<file path="src/rtl/fetch_unit.sv">
// fetch_unit: instruction-fetch requester for a synchronous-read instruction
// memory with one cycle of read latency.
//
// The unit drives a PC stream as word addresses, tags each returned word
// with its PC, and delivers (pc, inst) pairs to decode over valid/ready.
// A two-entry skid buffer absorbs decode stalls. A redirect flushes all
// in-flight and buffered fetches and restarts fetching at the target PC.
//
// Ports:
//   clk             system clock, rising edge
//   rst_n           asynchronous active-low reset
//   imem_addr       word index presented to instruction memory
//   imem_rdata      memory read data for the previous cycle's address
//   redirect_valid  load redirect_pc and flush everything in flight
//   redirect_pc     target byte PC (bits [1:0] ignored)
//   out_valid       buffer head holds a fetched instruction
//   out_ready       decode accepts the head this cycle
//   out_pc          byte PC of the head instruction
//   out_inst        head instruction word
module fetch_unit #(
    parameter logic [31:0] RESET_PC = 32'h0000_0000,
    localparam int         WORD_LEN = 32
) (
    input  logic                clk,
    input  logic                rst_n,
    output logic [WORD_LEN-1:0] imem_addr,
    input  logic [WORD_LEN-1:0] imem_rdata,
    input  logic                redirect_valid,
    input  logic [WORD_LEN-1:0] redirect_pc,
    output logic                out_valid,
    input  logic                out_ready,
    output logic [WORD_LEN-1:0] out_pc,
    output logic [WORD_LEN-1:0] out_inst
);

    localparam logic [WORD_LEN-1:0] NOP      = 32'h0000_0013;
    localparam logic [WORD_LEN-1:0] PC_ALIGN = 32'hFFFF_FFFC;

    // Request / response tracking
    logic [WORD_LEN-1:0] req_pc_reg,    req_pc_next;
    logic                rsp_valid_reg, rsp_valid_next;
    logic [WORD_LEN-1:0] rsp_pc_reg,    rsp_pc_next;

    // Skid buffer bookkeeping
    logic [1:0]          occ_reg,  occ_next;
    logic                head_reg, head_next;

    // Skid buffer storage
    logic [WORD_LEN-1:0] buf_pc_reg   [2];
    logic [WORD_LEN-1:0] buf_inst_reg [2];

    logic       pop;
    logic       push;
    logic       issue;
    logic       tail;
    logic [2:0] fill;

    // Next-state logic
    always_comb begin
        pop   = (occ_reg != 2'd0) && out_ready;
        push  = rsp_valid_reg;
        // Buffer occupancy once the word already in flight has landed.
        // pop implies occ_reg >= 1, so this never underflows.
        fill  = {1'b0, occ_reg} + {2'b00, rsp_valid_reg} - {2'b00, pop};
        // A new request is only made if its data is guaranteed a slot.
        issue = (fill < 3'd2);
        // With occ=2 no push can arrive, so only occ 0/1 matter here.
        tail  = head_reg ^ occ_reg[0];

        req_pc_next    = req_pc_reg;
        rsp_valid_next = issue;
        rsp_pc_next    = req_pc_reg;
        occ_next       = occ_reg + {1'b0, push} - {1'b0, pop};
        head_next      = pop ? ~head_reg : head_reg;

        if (issue) begin
            req_pc_next = req_pc_reg + 32'd4;
        end

        // Redirect overrides everything: the current response is dropped
        // and the buffer is emptied (a pop this cycle is still delivered).
        if (redirect_valid) begin
            req_pc_next    = redirect_pc & PC_ALIGN;
            rsp_valid_next = 1'b0;
            occ_next       = 2'd0;
            head_next      = 1'b0;
        end
    end

    always_ff @(posedge clk or negedge rst_n) begin
        if (!rst_n) begin
            req_pc_reg    <= RESET_PC & PC_ALIGN;
            rsp_valid_reg <= 1'b0;
            rsp_pc_reg    <= '0;
            occ_reg       <= 2'd0;
            head_reg      <= 1'b0;
        end else begin
            req_pc_reg    <= req_pc_next;
            rsp_valid_reg <= rsp_valid_next;
            rsp_pc_reg    <= rsp_pc_next;
            occ_reg       <= occ_next;
            head_reg      <= head_next;
        end
    end

    // Buffer entries: written at the tail when a response lands,
    // except in a redirect cycle where the returning word is stale.
    generate
        for (genvar gi = 0; gi < 2; gi++) begin : g_buf
            always_ff @(posedge clk or negedge rst_n) begin
                if (!rst_n) begin
                    buf_pc_reg[gi]   <= '0;
                    buf_inst_reg[gi] <= NOP;
                end else if (push && !redirect_valid && (tail == 1'(gi))) begin
                    buf_pc_reg[gi]   <= rsp_pc_reg;
                    buf_inst_reg[gi] <= imem_rdata;
                end
            end
        end
    endgenerate

    assign imem_addr = {2'b00, req_pc_reg[31:2]};
    assign out_valid = (occ_reg != 2'd0);
    assign out_pc    = buf_pc_reg[head_reg];
    assign out_inst  = buf_inst_reg[head_reg];

endmodule

</file>
<file path="config.mk">
export PLATFORM = sky130hd
export DESIGN_NAME = fetch_unit
export DESIGN_NICKNAME = d
export VERILOG_FILES = /design/src/rtl/fetch_unit.sv
export SDC_FILE = /design/constraint.sdc
export NUM_CORES = 1
export LEC_CHECK = 0
export ABC_AREA = 1
export CORE_ASPECT_RATIO = 0.75
export CORE_UTILIZATION = 52
export DETAILED_ROUTE_END_ITERATION = 10
export PLACE_DENSITY = 0.8
export SKIP_CTS_REPAIR_TIMING = 1
export SLEW_MARGIN = 10
export SYNTH_ARGS = -nofsm -noshare
export SYNTH_HDL_FRONTEND = slang
export SYNTH_SLANG_ARGS = --single-unit
</file>
<file path="constraint.sdc">
create_clock -name clk -period 2.9 [get_ports clk]
set_input_delay 0.435 -clock clk [delete_from_list [all_inputs] [get_ports clk]]
set_output_delay 0.435 -clock clk [all_outputs]
set_load 0.01 [all_outputs]
</file>
# --- After elaboration in Yosys (flattened, before gate mapping) ---
# Cells that the tools add are included.
classes:
  n_reduce_logical: 8
  order_cmp: 2
  add_sub_neg: 5
  muxes: 12
  bitwise: 4
op_table:
  columns: ["cell", "n"]
  rows:
  - ["$mux W32", 8]
  - ["$add A32 B3 Y32 const B", 1]
  - ["$reduce_bool A2 Y1", 3]
  - ["$logic_and A1 B1 Y1", 4]
  - ["$add A2 B1 Y3", 1]
  - ["$lt A3 B2 Y1 const B", 1]
  - ["$mux W1", 3]
  - ["$sub A3 B1 Y3", 1]
  - ["$add A2 B1 Y2", 1]
  - ["$ge A2 B2 Y1 const B", 1]
  - ["$mux W2", 1]
  - ["$not A1 Y1", 2]
  - ["$not A1 Y2", 1]
  - ["$sub A2 B1 Y2", 1]
  - ["$logic_not A1 Y1", 1]
  - ["$xor A1 B1 Y1", 1]
word_totals:
  out_inout_bits: 97
  ff_bits: 196
  word_cells: 40
  in_bits: 68

# --- Depth between registers and ports, before layout ---
logic_depth:
  depth_word: 6
  depth_mapped: 16
  ltp_nobuf: 15

# --- Least setup slack after synthesis ---
# Ideal clock, no wire load.
synth_timing:
  path_kind: "flip-flop to flip-flop"
  from: "register occ_reg[0]"
  to: "register req_pc_reg[20]"
  n_path_buf: 1
  period_less_slack_ns: 2.611
  path_stages_with_launch: 16
  path_slack_ns: 0.289
  t_arrival_ns: 2.488
  path_cell_list: "dfrtp_1 or2_2 nand2_1 inv_1 ha_1 inv_1 ha_1 fa_1 inv_1 nand3_2 nand2_2 inv_2 buf_6 nand2_1 nand2_1 o21bai_1"
synth_between:
  elab_chain_len: 5
  word_cells_on_any_way: 6
  cone_classes: "add/sub: 2; order compare: 1; reduce/logical: 3"
synth_lines:
  columns: ["element", "line_no", "text"]
  rows:
  - ["start: declaration", "45", "logic [1:0] occ_reg, occ_next;"]
  - ["start signal: assignment", "101", "occ_reg <= occ_next;"]
  - ["$reduce_bool A2 Y1", null, null]
  - ["net out_valid", "30", "output logic out_valid,"]
  - ["$logic_and A1 B1 Y1", "60", "pop = (occ_reg != 2'd0) && out_ready;"]
  - ["$sub A3 B1 Y3", "64", "fill = {1'b0, occ_reg} + {2'b00, rsp_valid_reg} - {2'b00, pop};"]
  - ["$lt A3 B2 Y1", "66", "issue = (fill < 3'd2);"]
  - ["$reduce_bool A2 Y1 (no line)", null, null]
  - ["end signal: assignment", "92", "req_pc_reg <= RESET_PC & PC_ALIGN;"]
  - ["end signal: assignment", "98", "req_pc_reg <= req_pc_next;"]
  - ["end: declaration", "40", "logic [WORD_LEN-1:0] req_pc_reg, req_pc_next;"]
# The timed path passes the listed nets, and every way through them passes these cells.
# A chain may end at the register's enable or synchronous reset.

# --- Worst setup path after layout ---
layout_timing:
  from: "register occ_reg[0]"
  to: "register req_pc_reg[12]"
layout_between:
  elab_chain_len: 5
  word_cells_on_any_way: 6
  cone_classes: "add/sub: 2; order compare: 1; reduce/logical: 3"
layout_lines:
  columns: ["element", "line_no"]
  rows:
  - ["parallel branches: the longest is 2 deep, another holds $add A2 B1 Y3", null]
  - ["$sub A3 B1 Y3 *", "64"]
  - ["$lt A3 B2 Y1 *", "66"]
  - ["$reduce_bool A2 Y1 (no line) *", null]
# Mark *: on every way between the ends.

==> summary.txt <==
Status
  – Status: finished, violations left
  – Failing checks: negative hold slack

STA
  – Final Hold Fails: 2
  – RSZ-0062 raised after global routing: no
  – Clock skew: 0.00516 ns
  – Slew at the pin with the worst max-slew slack: 0.765 ns
  – Setup Viol. Count Final: 0
  – Max-Slew Margin vs Limit: 49.0%
  – Final worst-path cycle share: 95.2%
  – Hold slack: -0.0117 ns
  – Final Slew Violations: 0
  – Tmin final: 2.76 ns
  – Fmax: 362 MHz

Synth
  – Count of state elements after synthesis: 188
  – Post-synth ARST share: 100%
  – Synth unique cells: 36
  – Mean Syn Cell Area: 8.25 sq um
  – Synthesis Warnings: 0
  – Gate Count Post-Synth: 1048
  – Post-synthesis sequential area ratio: 54.5%
  – EDFF count, synth: 0
  – Ys flop type: dfrtp_1
  – Area share of the largest cell type after synthesis: 52.7%
  – Synth Cell Area: 0.00864 sq mm
  – Largest area contributor in the netlist: dfrtp_1
  – Area contributors post-synth: dfrtp_1 53%, nand2_1 19%, o21ai_1 7.0%

Global route
  – Largest net degree at the start of global routing: 74
  – Global-route wire length before repair: 33900 um
  – Vias in the first global route: 6906
  – Initial antenna violation count: 0
  – Global Route Usage Sum: 25.4%
  – Gr ovfl total: 0

Floorplanning
  – Die Y: 114 um
  – Chip Width: 151 um
  – Core Region: 0.0161 sq mm
  – Die area: 0.0171 sq mm
  – FP Rows: 40
  – Initial cell density of the core: 53.6%
  – # IOs: 165

Placed design
  – Placed wire-length estimate: 13800 um
  – # port buffers: 158
  – Final Wtd Congestion: 0.918

Drt
  – Initial DRC count: 512
  – WL final: 20400 um
  – Vias: 7153
  – Final antenna-violating net count: 0
  – DRC: 0
  – Routed wire per std cell: 14.4 um
  – Via-per-instance ratio: 5.06
  – First-pass detailed-route iteration total: 7

Setup path
  – CP endpoint kind: flop
  – Maximum fanout along the worst path: 8
  – Required @ worst endpoint: 3.26 ns
  – Max stage delay on crit path: 0.44 ns
  – Startpoint types: flop
  – Top cell by count, worst path: inv_1
  – Slowest library cell on the worst path: fa_1
  – CP Data Arrival Time: 3.12 ns
  – Critical path class: flop to flop
  – Critical path cell sequence: or2_2, nand2_1, inv_1, ha_1, inv_1, ha_1, fa_1, inv_1, nand3_4, nor2_4, inv_2, a21oi_1, o21ai_1, nand3_1

Final layout
  – Antenna cells: 0
  – Area added between synthesis and finish: 26.9%
  – Max reg flops: 64
  – Share of layout cells above drive strength 1: 6.56%
  – Final #Nets: 1267

Power and ir drop
  – PD cells: 1080 mW/mm^2
  – Overall Power: 0.0119 W
  – Leakage: 5.46 nW
  – Worst vdd ir: 0.000469 V

Flow run
  – Max-cap violation count: 0

Clock network
  – Reg clk slew, reported paths: 0.06 ns
  – H-tree Lvls: 4
  – CTS root buffer: clkbuf_16
  – CTS buffer count: 17
  – Clk buf depth: 2
  – TritonCTS Sinks: 188
  – Skew-Pair Late Insertion Delay: 0.42 ns
  – Clock tree from TritonCTS: yes

Hold path
  – Worst min path class: input pin to async pin
stage by stage:
step                TNS (ns)  area (sq um)  std cells  worst slack (ns)  utilization [%]
finish                     0         11000       1414             0.139             68.1
global route               0         11000       1414            0.0113             68.1
CTS                        0         11000       1413             0.145             68.0
detailed placement  -0.00211         10300       1385          -0.00211             64.1
global placement           0         10300       1385            0.0854             64.1
floorplan                  0          8650       1051             0.289                -
power breakdown:
part           switching [W]  total, W  internal (W)
logic                0.00258   0.00483       0.00225
clock network       0.000912   0.00243       0.00151
registers           0.000827   0.00462       0.00380
cell usage in the layout (no fill, tap or decap), drive strengths merged:
cell type        n
or2              1
clkinv           3
ha               3
bufinv           4
fa               1
nand3b           1
clkdlybuf4s50  157
a21oi           12
nand3           35
dfstp            6
nor2            56
buf             18
o21bai           9
o211ai           5
inv            102
nand2          438
conb             4
o221ai           1
a31oi            2
o21ai          132
clkbuf          21
nor3             2
xnor2            3
dfrtp          182
a32oi            1
xor2             5
layout make-up:
class,instances,area (sq um)
clock buffer,21,480
clock inverter,7,139
fill,1311,5140
inverter,102,383
multi-input combinational,711,3220
sequential,188,4710
tap,210,263
timing repair buffer,175,1780
worst paths after layout:
check                              startpoint          endpoint  slack, ns  depth (start not counted)
worst max-delay path               occ_reg[0]    req_pc_reg[12]       0.14                         14
worst min-delay path                    rst_n  buf_inst_reg[57]      -0.01                          1
worst max register to register     occ_reg[0]    req_pc_reg[12]       0.14                         14
worst min register to register  req_pc_reg[3]     rsp_pc_reg[3]       0.47                          0
max in group asynchronous               rst_n  buf_inst_reg[32]       2.02                          2
min in group clk                req_pc_reg[3]     rsp_pc_reg[3]       0.47                          0
Yosys cell counts (2+ instances only):
master    instances
inv_1            97
nand2_1         431
xnor2_1           2
nor2_4            6
buf_6            16
nor2_8            3
clkbuf_8          2
dfrtp_1         182
a31oi_1           2
o21ai_0          11
buf_2             8
nor2_2            2
o21bai_1          9
clkbuf_1         18
nor2_1           45
ha_1              3
xor2_1            5
o21ai_1         121
dfstp_2           6
nand3_1          34
nor3_1            2
a21oi_1          12
buf_4             6
nand2_2           5
inv_2             5
o211ai_1          5
logic make-up after synthesis:
group	Yosys count	share of synthesized area, %
and+or+nand+nor	533	25.4
adders and majority gates	4	0.666
buffers and inverters	152	8.60
xor gates and xnor gates	8	0.898
other	1	0.0434
DFF	188	54.5
AOI/OAI and AO/OA	162	9.90
worst max-delay path: cells and delay by family, from the launching register on:
| family | cells | cell delay, ns |
|---|---|---|
| AND/OR/NAND/NOR | 5 | 0.82 |
| AO/OA/AOI/OAI | 2 | 0.25 |
| flip-flops | 1 | 0.42 |
| buffers and inverters | 4 | 0.34 |
| adder cells (fa/ha/maj) | 3 | 0.89 |
layer usage:
| layer | share of wire, % | GRT usage [%] |
|---|---|---|
| met2 | 44 | 38.5 |
| met3 | 7.9 | 4.64 |
| met1 | 47 | 37.5 |
| met4 | 1.6 | 7.13 |
| met5 | 0 | 0 |
No activity file was read; power rests on OpenSTA's default activity.
